===== src/rtl/game_pkg.sv =====
// Shared definitions for the rhythm-game lane logic.
// Holds the judgment encodings, the lane judge FSM state encoding,
// the default timing windows and the score/combo widths.
package game_pkg;

    // Judgment code as presented on JUDGE; 2'b11 is never produced.
    typedef enum logic [1:0] {
        J_MISS    = 2'b00,
        J_GOOD    = 2'b01,
        J_PERFECT = 2'b10
    } judge_t;

    // IDLE: nothing pending. EARLY: push seen, waiting for the note.
    // LATE: note pending, waiting for the push.
    typedef enum logic [1:0] {
        S_IDLE  = 2'b00,
        S_EARLY = 2'b01,
        S_LATE  = 2'b10
    } state_t;

    // Default windows are in cycles at 100 MHz (25 ms / 75 ms).
    localparam int DEF_PERFECT_WIN = 2500000;
    localparam int DEF_GOOD_WIN    = 7500000;
    localparam int DEF_CNT_W       = 24;

    localparam int SCORE_W = 16;
    localparam int COMBO_W = 10;

endpackage


===== src/rtl/judge_score_accum.sv =====
// Saturating score / combo accumulator for one lane.
// Ports:
//   CLK, RST        clock and synchronous active-high reset
//   JV, JCODE       judgment strobe and its code (MISS/GOOD/PERFECT)
//   SCORE           accumulated score, saturates at all-ones
//   COMBO           consecutive hits, saturates at all-ones, cleared on MISS
//   MAX_COMBO       highest COMBO reached since reset
module judge_score_accum
    import game_pkg::*;
#(
    parameter int PERFECT_PTS = 3,
    parameter int GOOD_PTS    = 1
) (
    input  logic               CLK,
    input  logic               RST,
    input  logic               JV,
    input  judge_t             JCODE,
    output logic [SCORE_W-1:0] SCORE,
    output logic [COMBO_W-1:0] COMBO,
    output logic [COMBO_W-1:0] MAX_COMBO
);

    function automatic logic [SCORE_W-1:0] sat_add_score(
        input logic [SCORE_W-1:0] a,
        input logic [SCORE_W-1:0] b
    );
        logic [SCORE_W:0] s;
        s = {1'b0, a} + {1'b0, b};
        return s[SCORE_W] ? '1 : s[SCORE_W-1:0];
    endfunction

    function automatic logic [COMBO_W-1:0] sat_inc_combo(
        input logic [COMBO_W-1:0] a
    );
        return (a == '1) ? a : a + COMBO_W'(1);
    endfunction

    logic [SCORE_W-1:0] pts;
    logic [COMBO_W-1:0] combo_n;
    logic               hit;

    always_comb begin
        pts = '0;
        case (JCODE)
            J_PERFECT: pts = SCORE_W'(PERFECT_PTS);
            J_GOOD:    pts = SCORE_W'(GOOD_PTS);
            default:   pts = '0;
        endcase
        hit     = (JCODE != J_MISS);
        combo_n = sat_inc_combo(COMBO);
    end

    always_ff @(posedge CLK) begin
        if (RST) begin
            SCORE     <= '0;
            COMBO     <= '0;
            MAX_COMBO <= '0;
        end else if (JV) begin
            SCORE <= sat_add_score(SCORE, pts);
            if (hit) begin
                COMBO <= combo_n;
                if (combo_n > MAX_COMBO)
                    MAX_COMBO <= combo_n;
            end else begin
                COMBO <= '0;
            end
        end
    end

endmodule


===== src/rtl/note_judge.sv =====
// Per-lane timing judge. Measures the cycle offset between the rising edge
// of the stretched push level and the note-arrival pulse and classifies each
// note as PERFECT, GOOD or MISS; score and combo are kept downstream of the
// decision in judge_score_accum.
// Ports:
//   CLK, RST        clock and synchronous active-high reset
//   PUSH            stretched button level
//   NOTE            one-cycle note-arrival pulse
//   JUDGE_VALID     one-cycle strobe, registered, the cycle after the decision
//   JUDGE           judgment code, holds its last value between strobes
//   SCORE, COMBO, MAX_COMBO   lane score state, updated with JUDGE_VALID
module note_judge
    import game_pkg::*;
#(
    parameter int PERFECT_WIN = DEF_PERFECT_WIN,
    parameter int GOOD_WIN    = DEF_GOOD_WIN,
    parameter int CNT_W       = DEF_CNT_W,
    parameter int PERFECT_PTS = 3,
    parameter int GOOD_PTS    = 1
) (
    input  logic               CLK,
    input  logic               RST,
    input  logic               PUSH,
    input  logic               NOTE,
    output logic               JUDGE_VALID,
    output logic [1:0]         JUDGE,
    output logic [SCORE_W-1:0] SCORE,
    output logic [COMBO_W-1:0] COMBO,
    output logic [COMBO_W-1:0] MAX_COMBO
);

    localparam logic [CNT_W-1:0] P_LIM = CNT_W'(PERFECT_WIN);
    localparam logic [CNT_W-1:0] G_LIM = CNT_W'(GOOD_WIN);
    localparam logic [CNT_W-1:0] ONE   = CNT_W'(1);

    function automatic judge_t classify(input logic [CNT_W-1:0] off);
        return (off <= P_LIM) ? J_PERFECT : J_GOOD;
    endfunction

    state_t           state, state_n;
    logic [CNT_W-1:0] cnt, cnt_n;
    logic             push_d;
    logic             rise;
    logic             dec_vld_p0;
    judge_t           dec_code_p0;

    // push_d resets high so a button held through reset is not a press.
    assign rise = PUSH & ~push_d;

    // Decision stage (p0): next state, offset counter and judgment.
    always_comb begin
        state_n     = state;
        cnt_n       = cnt;
        dec_vld_p0  = 1'b0;
        dec_code_p0 = J_MISS;
        case (state)
            S_IDLE: begin
                if (rise && NOTE) begin
                    dec_vld_p0  = 1'b1;
                    dec_code_p0 = J_PERFECT;
                end else if (rise) begin
                    state_n = S_EARLY;
                    cnt_n   = ONE;
                end else if (NOTE) begin
                    state_n = S_LATE;
                    cnt_n   = ONE;
                end
            end
            S_EARLY: begin
                // A note on the last window cycle still wins over the timeout.
                if (NOTE) begin
                    dec_vld_p0  = 1'b1;
                    dec_code_p0 = classify(cnt);
                    state_n     = S_IDLE;
                    cnt_n       = '0;
                end else if (cnt == G_LIM) begin
                    state_n = S_IDLE;
                    cnt_n   = '0;
                end else begin
                    cnt_n = cnt + ONE;
                end
            end
            S_LATE: begin
                if (rise) begin
                    // The press settles the pending note; a note arriving in the
                    // same cycle becomes the new pending note.
                    dec_vld_p0  = 1'b1;
                    dec_code_p0 = classify(cnt);
                    if (NOTE) begin
                        cnt_n = ONE;
                    end else begin
                        state_n = S_IDLE;
                        cnt_n   = '0;
                    end
                end else if (NOTE) begin
                    dec_vld_p0  = 1'b1;
                    dec_code_p0 = J_MISS;
                    cnt_n       = ONE;
                end else if (cnt == G_LIM) begin
                    dec_vld_p0  = 1'b1;
                    dec_code_p0 = J_MISS;
                    state_n     = S_IDLE;
                    cnt_n       = '0;
                end else begin
                    cnt_n = cnt + ONE;
                end
            end
            default: begin
                state_n = S_IDLE;
                cnt_n   = '0;
            end
        endcase
    end

    // Output stage (p1): registered judgment strobe and code.
    always_ff @(posedge CLK) begin
        if (RST) begin
            push_d      <= 1'b1;
            state       <= S_IDLE;
            cnt         <= '0;
            JUDGE_VALID <= 1'b0;
            JUDGE       <= J_MISS;
        end else begin
            push_d      <= PUSH;
            state       <= state_n;
            cnt         <= cnt_n;
            JUDGE_VALID <= dec_vld_p0;
            if (dec_vld_p0)
                JUDGE <= dec_code_p0;
        end
    end

    judge_score_accum #(
        .PERFECT_PTS(PERFECT_PTS),
        .GOOD_PTS   (GOOD_PTS)
    ) u_accum (
        .CLK      (CLK),
        .RST      (RST),
        .JV       (dec_vld_p0),
        .JCODE    (dec_code_p0),
        .SCORE    (SCORE),
        .COMBO    (COMBO),
        .MAX_COMBO(MAX_COMBO)
    );

endmodule


===== config.mk =====
export PLATFORM = sky130hd
export DESIGN_NAME = note_judge
export DESIGN_NICKNAME = d
export VERILOG_FILES = /design/src/rtl/game_pkg.sv /design/src/rtl/judge_score_accum.sv /design/src/rtl/note_judge.sv
export SDC_FILE = /design/constraint.sdc
export NUM_CORES = 1
export LEC_CHECK = 0
export CELL_PAD_IN_SITES_DETAIL_PLACEMENT = 2
export CELL_PAD_IN_SITES_GLOBAL_PLACEMENT = 2
export CORE_ASPECT_RATIO = 1.25
export CORE_MARGIN = 2
export CORE_UTILIZATION = 31
export CTS_BUF_LIST = sky130_fd_sc_hd__clkbuf_8
export CTS_CLUSTER_SIZE = 40
export DETAILED_ROUTE_END_ITERATION = 16
export GPL_ROUTABILITY_DRIVEN = 0
export GPL_TIMING_DRIVEN = 0
export HOLD_SLACK_MARGIN = 0.1
export PLACE_DENSITY_LB_ADDON = 0.1
export SETUP_SLACK_MARGIN = 0.4
export SYNTH_ARGS = -nofsm -noshare
export SYNTH_HDL_FRONTEND = slang
export SYNTH_SLANG_ARGS = --single-unit

===== constraint.sdc =====
create_clock -name CLK -period 3.53 [get_ports CLK]
set_clock_uncertainty 0.2 [all_clocks]
set_input_delay 0.706 -clock CLK [delete_from_list [all_inputs] [get_ports CLK]]
set_output_delay 0.706 -clock CLK [all_outputs]
set_load 0.05 [all_outputs]

==> results.ini, run 1 <==
[pwr]
clkPwrFrac_pct=38.9
p_leak_nw=1.851
pwr-share-comb_pct=12.4
power.density_nw_per_um2=285.1
internal_power_mw=1.102
sw_frac_of_total_pct=29.70
p_seq_share_pct=48.7
p_switching_mw=0.4656
ir_drop_mv=0.1385

[global_routing]
grt_use_total_pct=21.61
antenna_found_initial=0
first_global_vias=4358
grt_first_pass_wirelength_microns=23470
grt_max_degree=12
grt_overflow=0

[logic_synthesis]
synth_nets=518
ys_warn_count=0
synthFlopType=dfxtp_1
synth.distinct_cells=61
synth_area_sq_um=3983
syn_area_per_cell_sq_um=8.029
synth_cells=496
async_flop_share_pct=0
ys_ff_latch=66
ys_seq_area_share_pct=33.18
synth_edf_count=0

[sta]
hold_viol=0
holdWs_ns=0.2767
setup_violations=11
worst_slack_ns=-0.2235
worstMarginPinSlew_ns=0.8376
max_slew_margin_pct=43.70
slew_violations=0
fin_crit_ns=3.753
rsz0062_at_grt=yes
max_clock_freq_ghz=0.2664
fin_crit_sh_pct=106.3

[job]
drv_cap=0

[route]
drt_first_pass_iters=4
wire_per_inst_microns=19.59
postRouteAntennaNets=0
drtIter0Drc=100
drc=0
vias=4151
vias_per_cell=5.535
wl_microns=14690

[layout]
syn2layout_area_growth_pct=38.08
final_layout_size_suffix_gt1_share_pct=23.88
final_util_pct=43.63
antenna_cells=0
fin_cells=750
fin_nets=599
fillCellCount=1403

[die]
io_pins=43
std_cell_rows=46
dieHeight_microns=130.7
initial_core_util_pct=31.60
die-area_sq_um=13780
core_area_sq_um=12600
die_x_microns=105.4

[critical_path]
cp_max_fo=2
cp.required_ns=3.56
end_kind=register
worst_setup_path_start_kind=register
arrival_ns=3.78
path_class=register to register

[clocking]
cts_sinks=66
clock_latency_ns=0.36
cts_buffers=9
path_clk_slew_ns=0.08
cts-root-buf=clkbuf_8
cts_buffer_depth=2
cts_hold_buf=0
cts_tree=yes
cts-htree-levels=3

[run_status]
violations=setup timing
status=complete, but fails checks

[min_path]
min-delay-path-class=register to register

[placed_design]
dpl.cell_count=704
io_buffers=40
dp_hpwl_microns=10110
post-place-ws_ns=-0.9778

## final timing paths
kind	startpoint	to	slack [ns]	cells after the start
min	JUDGE[0]$_SDFFE_PP0P_	JUDGE[0]$_SDFFE_PP0P_	0.28	2
max	cnt[4]$_SDFFE_PP0P_	u_accum.SCORE[15]$_SDFFE_PP0P_	-0.22	15
min reg2reg	JUDGE[0]$_SDFFE_PP0P_	JUDGE[0]$_SDFFE_PP0P_	0.28	2
max reg2reg	cnt[4]$_SDFFE_PP0P_	u_accum.SCORE[15]$_SDFFE_PP0P_	-0.22	15
## Yosys cell counts (all sizes together) (6+ instances only)
master   n  area share, %
o21ai   32            4.0
clkbuf  19            1.8
nand4   15            2.4
nor4    12            2.4
and4     7            1.5
inv     25            2.4
nand3   23            3.0
mux2i    6            1.5
xnor2   20            4.4
nand2   43            4.1
dfxtp   66             33
or3      9            1.4
nor2    42            4.0
ha      17            5.3
a21oi   42            5.3
nor3    22            2.8
a211oi  13            2.8
buf      8            1.6
a31oi    9            1.4
## state kept, by name, summed over array words and instances, names as in the netlist
signal	cells
push_d	1
cnt	24
u_accum.COMBO	10
u_accum.MAX_COMBO	10
JUDGE_VALID	1
JUDGE	2
state	2
u_accum.SCORE	16
## cell families after synthesis
family / count (synthesis) / synth area share [%]
simple gates: 203 / 27.36
compound gates: 126 / 20.89
flops: 66 / 33.18
buf+inv: 52 / 5.718
xor+xnor: 25 / 5.498
fa+ha+maj: 18 / 5.843
mux: 6 / 1.508
## cell type report
| class | count | area, sq um | share of cell area, % |
|---|---|---|---|
| inverter | 25 | 93.84 | 1.706 |
| timing repair buffer | 69 | 628.1 | 11.42 |
| tap | 168 | 210.2 | 3.823 |
| clock inverter | 5 | 22.52 | 0.4096 |
| multi-input combinational | 379 | 2861 | 52.04 |
| clock buffer | 11 | 151.4 | 2.753 |
| sequential | 66 | 1344 | 24.44 |
| buffer | 27 | 187.7 | 3.413 |
## per-layer routing
metal	share of wire [%]	vias up	track usage (%)
li1	-	1980	-
met1	42	2089	24.48
met3	2.5	25	3.720
met5	0	-	0
met2	53	57	40.68
met4	2.6	0	7.765
## cell usage in the layout, fill, tap and decap left out, types with 5 or more instances in the layout
master           Yosys  routed
dfxtp_1             66      52
nand2_1             43      41
clkdlybuf4s50_1      0      39
nor2_1              42      36
a21oi_1             42      36
buf_4                2      29
inv_1               25      25
nand3_1             22      21
xnor2_1             20      20
o21ai_0             30      18
nor3_1              22      17
nand4_1             15      15
clkbuf_8             0      13
o21ai_1              2      12
dfxtp_2              0      12
clkbuf_1            19      10
ha_1                17      10
buf_6                3       9
nor4_1              10       9
a31oi_1              9       8
a211oi_1            10       7
or3_1                9       7
ha_4                 0       7
a21oi_2              0       6
and4_1               7       6
mux2i_1              6       5
and3_1               5       5
## stage by stage
step | total power [mW] | instance area (sq um) | setup TNS [ns]
after floorplan | 0.8888 | 4078 | -0.004738
after global placement | 0.9439 | 4688 | -11.49
after detailed placement | 0.9481 | 4688 | -15.43
after CTS | 1.572 | 5238 | -1.159
after global routing | 1.639 | 5499 | -4.861
final | 1.568 | 5499 | -1.280
## worst max-delay path, cell delays in order, from the launching register on
cell and delay [ns]:
dfxtp_2 0.32, buf_6 0.10, or4b_4 0.52, or3_4 0.35
nor2_2 0.12, a32oi_1 0.06, o21a_1 0.16, ha_1 0.32
ha_4 0.15, buf_6 0.09, a21o_1 0.17, nand2b_4 0.07
or4_4 0.52, a211oi_2 0.23, xnor2_1 0.15, o21ai_1 0.07
## power groups by stage
stage                     clock [mW]  combinational, mW  sequential, mW
final                          0.609              0.195           0.763
after global routing           0.661              0.213           0.764
after CTS                      0.623              0.186           0.762
after detailed placement           0              0.169           0.779
after global placement             0              0.165           0.779
after floorplan                    0             0.0955           0.793
## what timing repair did
action / in CTS / in global routing
setup endpoints to repair: 37 / 46
setup buffers: 19 / 10
gates cloned: 1 / 0
pin swaps: 24 / 26
gates resized for setup: 61 / 47
Power figures use the tool's default switching activity.
==> run 2, diff against run 1 <==
Settings changed: CORE_MARGIN 2 to 4.
==> run 2 against run 1 <==
Effect of this change: the run still ends with setup timing left; clock power up 5.1%; combinational power barely moved; worst setup slack got worse by 0.088 ns; flip-flop and latch count unchanged; register-to-register slack got worse by 0.09 ns; global-route usage fell by 1.6 points; via count is 1.2% higher; critical endpoint is now u_accum.SCORE[10]$_SDFFE_PP0P_.
==> results.ini, run 2 (synthesized netlist as in run 1, its figures left out) <==
[pwr]
pwr-share-comb_pct=12.2  ; -0.2 points
total_power_mw=1.596  ; +1.8%
clkPwrFrac_pct=40.1  ; +1.2 points
ir_drop_mv=0.1635  ; +18%
p_switching_mw=0.4624  ; -0.69%
sw_frac_of_total_pct=28.97  ; -0.73 points
internal_power_mw=1.134  ; +2.9%
p_leak_nw=1.926  ; +4.0%
p_seq_share_pct=47.7  ; -1.0 points
power.density_nw_per_um2=284.2  ; -0.32%

[critical_path]
reg2reg_setup_slack_ns=-0.31  ; -0.09 ns
worst_setup_path_start_kind=register
end_kind=register
reg2reg_from=cnt[2]$_SDFFE_PP0P_
cpMaxStageDelayCell=or4b_4
cp_cell_sequence=or4b_4 > or3_4 > nor2_4 > a32oi_2 > o21a_4 > ha_4 > ha_4 > inv_2 > fa_2 > or3_1 > a211oi_2 > buf_4 > mux2i_1 > nor2_1
path_class=register to register
cp_max_fo=5  ; +3
cp.required_ns=3.56  ; about the same
arrival_ns=3.87  ; +0.09 ns
cp_common_cell=ha_4
reg2reg_to=u_accum.SCORE[10]$_SDFFE_PP0P_
r2r_cells=14  ; -1
slowest_delay_ns=0.54  ; +0.02 ns

[die]
initial_core_util_pct=31.45  ; -0.14 points
dieHeight_microns=134.7  ; +3.1%
io_pins=43  ; unchanged
die_x_microns=109.4  ; +3.8%
die-area_sq_um=14740  ; +7.0%
std_cell_rows=46  ; unchanged
core_area_sq_um=12660  ; +0.46%

[sta]
setup_tns_ns=-1.290  ; -0.01058 ns
max_clock_freq_ghz=0.2603  ; -2.3%
max_slew_margin_pct=42.73  ; -0.96 points
setup_violations=13  ; +2
worstMarginPinSlew_ns=0.8519  ; +0.01435 ns
fin_crit_sh_pct=108.8  ; +2.5 points
hold_viol=0  ; unchanged
rsz0062_at_grt=yes
fin_crit_ns=3.842  ; +0.08817 ns
worst_slack_ns=-0.3116  ; -0.08817 ns
slew_violations=0  ; unchanged

[route]
drt_first_pass_iters=4  ; unchanged
wire_per_inst_microns=20.08  ; +2.5%
drc=0  ; unchanged
vias_per_cell=5.525  ; -0.17%
postRouteAntennaNets=0  ; unchanged
vias=4199  ; +1.2%
drtIter0Drc=132  ; +32%
wl_microns=15260  ; +3.9%

[global_routing]
grt_max_degree=12  ; unchanged
antenna_found_initial=0  ; unchanged
first_global_vias=4295  ; -1.4%
grt_use_total_pct=19.98  ; -1.6 points
grt_first_pass_wirelength_microns=22800  ; -2.9%
grt_overflow=0  ; unchanged

[clocking]
cts_sinks=66  ; unchanged
cts-htree-levels=3  ; unchanged
cts_buffer_depth=2  ; unchanged
cts-root-buf=clkbuf_8
cts_tree=yes
path_clk_slew_ns=0.09  ; about the same
clock_latency_ns=0.36  ; about the same
cts_buffers=9  ; unchanged

[placed_design]
dp_hpwl_microns=10490  ; +3.7%
post-place-ws_ns=-0.8959  ; +0.08195 ns
io_buffers=40  ; unchanged
placed_area_sq_um=4688  ; unchanged

[job]
drv_cap=0  ; unchanged

[layout]
largest_register_ffs=24  ; unchanged
antenna_cells=0  ; unchanged
final_util_pct=44.36  ; +0.73 points
top_register=cnt
layout_common_cells=dfxtp_1 (52), nand2_1 (39), buf_4 (39), clkdlybuf4s50_1 (39)
final_common_cell=dfxtp_1
stdcell_area_sq_um=5617  ; +2.1%
fin_nets=609  ; +1.7%
reg_top3=cnt (24), u_accum.SCORE (16)
syn2layout_area_growth_pct=41.03
final_layout_size_suffix_gt1_share_pct=26.86  ; +3.0 points

[run_status]
violations=setup timing
status=complete, but fails checks

[min_path]
min_to=JUDGE[0]$_SDFFE_PP0P_
hold-path-cell-count=2  ; unchanged
hp-start=JUDGE[0]$_SDFFE_PP0P_
min-delay-path-class=register to register

-- run 2: per-stage QoR --
step / cells / hold slack [ns]
after CTS: 742 / 0.2836
after detailed placement: 704 / 0.2729
after global routing: 760 / 0.3081
after floorplan: 496 / 0.2744
after global placement: 704 / 0.2696
final: 760 / 0.2831
-- run 2: area by class of cell --
type / instances / area, sq um
Fill cell: 1403 / 7046
Multi-Input combinational cell: 378 / 2877
Sequential cell: 66 / 1349
Timing Repair Buffer: 80 / 710.7
Tap cell: 168 / 210.2
Buffer: 27 / 191.4
Clock buffer: 9 / 123.9
Inverter: 25 / 93.84
Clock inverter: 7 / 61.31
-- run 2: worst max-delay path by stage --
| stage | startpoint | end | cells past startpoint |
|---|---|---|---|
| after global routing | cnt[2]$_SDFFE_PP0P_ | u_accum.SCORE[10]$_SDFFE_PP0P_ | 14 |
| final | cnt[2]$_SDFFE_PP0P_ | u_accum.SCORE[10]$_SDFFE_PP0P_ | 14 |
| after detailed placement | PUSH | u_accum.SCORE[5]$_SDFFE_PP0P_ | 15 |
| after global placement | PUSH | u_accum.SCORE[1]$_SDFFE_PP0P_ | 15 |
| after floorplan | cnt[4]$_SDFFE_PP0P_ | u_accum.SCORE[12]$_SDFFE_PP0P_ | 14 |
| after CTS | cnt[4]$_SDFFE_PP0P_ | u_accum.SCORE[10]$_SDFFE_PP0P_ | 15 |
-- run 2: power by group through the flow --
stage / logic (mW) / registers (mW) / clock network, mW
after floorplan: 0.0955 / 0.793 / 0
after global placement: 0.164 / 0.779 / 0
after detailed placement: 0.169 / 0.780 / 0
after CTS: 0.182 / 0.763 / 0.662
after global routing: 0.211 / 0.763 / 0.694
final: 0.195 / 0.761 / 0.640
-- run 2: layer usage --
layer,wire length (microns),part of all wire (%),up-vias,GRT usage [%]
met4,259,1.7,0,6.168
met5,0,0,-,0
met3,366,2.4,17,2.869
met1,6150,40,2123,22.21
li1,-,-,1996,-
met2,8483,56,63,38.26
-- run 2: timing repair --
| action | in CTS | in global routing |
|---|---|---|
| hold buffers | 0 | 0 |
| cloned | 0 | 1 |
| hold endpoints to repair | 0 | 0 |
| setup buffers | 22 | 17 |
| pin swaps | 27 | 30 |
| endpoints found under the setup margin | 37 | 41 |
| gates resized for setup | 55 | 61 |
-- run 2: worst max-delay path, delay by kind of cell (launching register included) --
kind | cells | cell delay, ns
compound gates | 3 | 0.51
fa+ha+maj | 3 | 0.76
buf+inv | 2 | 0.22
flops | 1 | 0.36
mux | 1 | 0.20
simple gates | 5 | 1.45
==> variant (config.mk and constraints of run 2) <==
Reset style: asynchronous (`RST`), changed in 2 clocked blocks. Comments in the files are not updated.
--- a/src/rtl/judge_score_accum.sv
+++ b/src/rtl/judge_score_accum.sv
@@ -50,7 +50,7 @@
         combo_n = sat_inc_combo(COMBO);
     end
 
-    always_ff @(posedge CLK) begin
+    always_ff @(posedge CLK or posedge RST) begin
         if (RST) begin
             SCORE     <= '0;
             COMBO     <= '0;
--- a/src/rtl/note_judge.sv
+++ b/src/rtl/note_judge.sv
@@ -113,7 +113,7 @@
     end
 
     // Output stage (p1): registered judgment strobe and code.
-    always_ff @(posedge CLK) begin
+    always_ff @(posedge CLK or posedge RST) begin
         if (RST) begin
             push_d      <= 1'b1;
             state       <= S_IDLE;
Formal check against the unedited RTL: differs if RST is asserted again (counterexample within 4 cycles, from zero or initial values and one cycle with RST high); with RST held inactive, the same outputs for 10 cycles.
==> variant against run 2 <==
- the flow still finishes with violations (negative setup slack)
- design area is 6.6% lower
- count of clock-buffer cells in the layout rose by 3
- routed wire length is 20% lower
- worst setup slack gained 0.092 ns
- critical endpoint is now u_accum.SCORE[4]
- fmax increased by 2.4%
- sequential cell count is the same
- synthesized area fell by 1.2%
- worst hold slack improved by 0.050 ns
Power is not compared: it rests on default switching activity, and its combinational part moved more than twofold at a synthesized area within 25%.
==> variant: results (changes against run 2) <==
| Metric | Value |
|---|---|
| Status | finished, violations left (unchanged) |
| Violated checks | negative setup slack (unchanged) |
| Layout Nets | 524 (was 609) |
| Top Metal Used | met4 (unchanged) |
| Ratio of cells with drive above 1 in the final layout | 21.9% (was 26.9%) |
| Syn_nets | 452 (was 518) |
| Setup TNS | -2.93 ns (was -1.29 ns) |
| Ys async rst share | 100% (was 0%) |
| Clk slew on worst S/H paths | 0.08 ns |
| WP data arrival | 3.84 ns (was 3.87 ns) |
| Post-DP Area | 4700 um^2 (was 4690 um^2) |
| FF-to-FF Start | cnt[23] (was cnt[2]) |
| Cells after DPL | 635 (was 704) |
| Delay-heaviest family, CP | simple AND/OR/NAND/NOR gates (unchanged) |
| Met2 WL | 7000 um (was 8480 um) |
| Initial antenna violation count | 0 (unchanged) |
| Synth warn | 0 (unchanged) |
| CP max FO | 10 (was 5) |
| Met3 WL | 249 um (was 366 um) |
| Vias | 3511 (was 4199) |
| Met2 Use GR | 35.7% (was 38.3%) |
| Post-DP HPWL | 8870 um (was 10500 um) |
| First-pass GRT wire length | 20600 um (was 22800 um) |
| Hold path start | JUDGE[0] (unchanged) |
| DRT iter0 DRCs | 88 (was 132) |
| Met3 usage in global routing | 3.23% (was 2.87%) |
| Lkg Pwr | 2.22 nW |
| Vias in the first global route | 3997 (was 4295) |
| First drt pass iteration count | 4 (unchanged) |
| Crit path launch type | flop (unchanged) |
| Routed met1 length | 4840 um (was 6150 um) |
| Clock Path Buffers | 2 (unchanged) |
| H-tree Lvls | 3 (unchanged) |
| NetSw | 0.000692 W |
| Gr usage total | 18.0% (was 20.0%) |
| Commonest cells in the netlist | dfrtp_1 (65), nand2_1 (48), nor2_1 (43) (was dfxtp_1 (66), nand2_1 (43), a21oi_1 (42), nor2_1 (42), o21ai_0 (30)) |
| Ys flop type | dfrtp_1 (was dfxtp_1) |
| Cells after Synth | 430 (was 496) |
| Met1 capacity usage during global routing | 19.2% (was 22.2%) |
| Antenna diodes | 0 (unchanged) |
| Pre-CTS setup slack | -0.954 ns (was -0.896 ns) |
| Biggest regs | cnt x24, u_accum.SCORE x16 (unchanged) |
| Register area share after synthesis | 42.0% (was 33.2%) |
| Worst-Margin Slew | 0.978 ns (was 0.852 ns) |
| Synth cell types | 56 (was 61) |
| Port Buffer Count | 41 (was 40) |
| Final worst slack | -0.220 ns (was -0.312 ns) |
| Largest net degree at the start of global routing | 67 (was 12) |
| Skew-Pair Late Insertion Delay | 0.35 ns |
| Worst vdd ir | 0.181 mV |
| Largest cells by area after synthesis | dfrtp_1 (41%), xnor2_1 (5.6%), ha_1 (5.4%), nand2_1 (4.6%), nor2_1 (4.1%) (was dfxtp_1 (33%), ha_1 (5.3%), a21oi_1 (5.3%), xnor2_1 (4.4%), nand2_1 (4.1%)) |
| Worst path max stage delay | 0.57 ns (was 0.54 ns) |
| Cell at the slowest stage of the critical path | or4b_4 (unchanged) |
| Endpoints failing setup | 16 (was 13) |
| Vias/cell | 5.24 (was 5.53) |
| WL/cell | 18.2 um (was 20.1 um) |
| Hold WC Path Type | flop to flop (unchanged) |
| Filler instances | 1374 (was 1403) |
variant: layout make-up:
class | count | area (um^2) | share of cell area [%]
inverters | 29 | 115 | 2.19
well taps | 164 | 205 | 3.91
multi-input cells | 320 | 2360 | 44.9
plain buffers | 15 | 111 | 2.12
clock buffers | 12 | 165 | 3.15
flip-flops and latches | 66 | 1670 | 31.8
clock inverters | 3 | 38.8 | 0.739
repair buffers | 61 | 587 | 11.2
variant: kinds of logic after synthesis:
logic type	Yosys count	synth area share [%]
XOR/XNOR	36	8.02
flip-flops	66	42.0
adder cells (fa/ha/maj)	18	5.92
multiplexers	13	4.13
AND/OR/NAND/NOR	194	25.3
buffers and inverters	44	4.77
AO/OA/AOI/OAI	59	9.89
variant: power groups by stage:
stage | sequential [W] | combinational (W) | clock, W
2_1_floorplan | 0.000990 | 0.000196 | 0
5_1_grt | 0.000873 | 0.000568 | 0.000739
3_3_place_gp | 0.000876 | 0.000460 | 0
4_1_cts | 0.000864 | 0.000516 | 0.000706
3_5_place_dp | 0.000880 | 0.000473 | 0
6_report | 0.000864 | 0.000520 | 0.000680
variant: timing repair:
action                                 CTS  global route
hold buffers                             0             0
gates resized for setup                 36            17
endpoints found under the hold margin    0             0
cloned                                   1             0
pin swaps                                6             4
setup endpoints to repair               60            44
setup buffers                           17             2
variant: path summary, 6_finish.rpt:
| check | endpoint | slack, ns | depth (start not counted) |
|---|---|---|---|
| min in group asynchronous | u_accum.MAX_COMBO[2] | 0.69 | 2 |
| max | u_accum.SCORE[4] | -0.22 | 14 |
| max reg2reg | u_accum.SCORE[4] | -0.22 | 14 |
| min reg2reg | JUDGE[0] | 0.33 | 2 |
| max in group asynchronous | u_accum.COMBO[6] | 1.83 | 2 |
| min | JUDGE[0] | 0.33 | 2 |
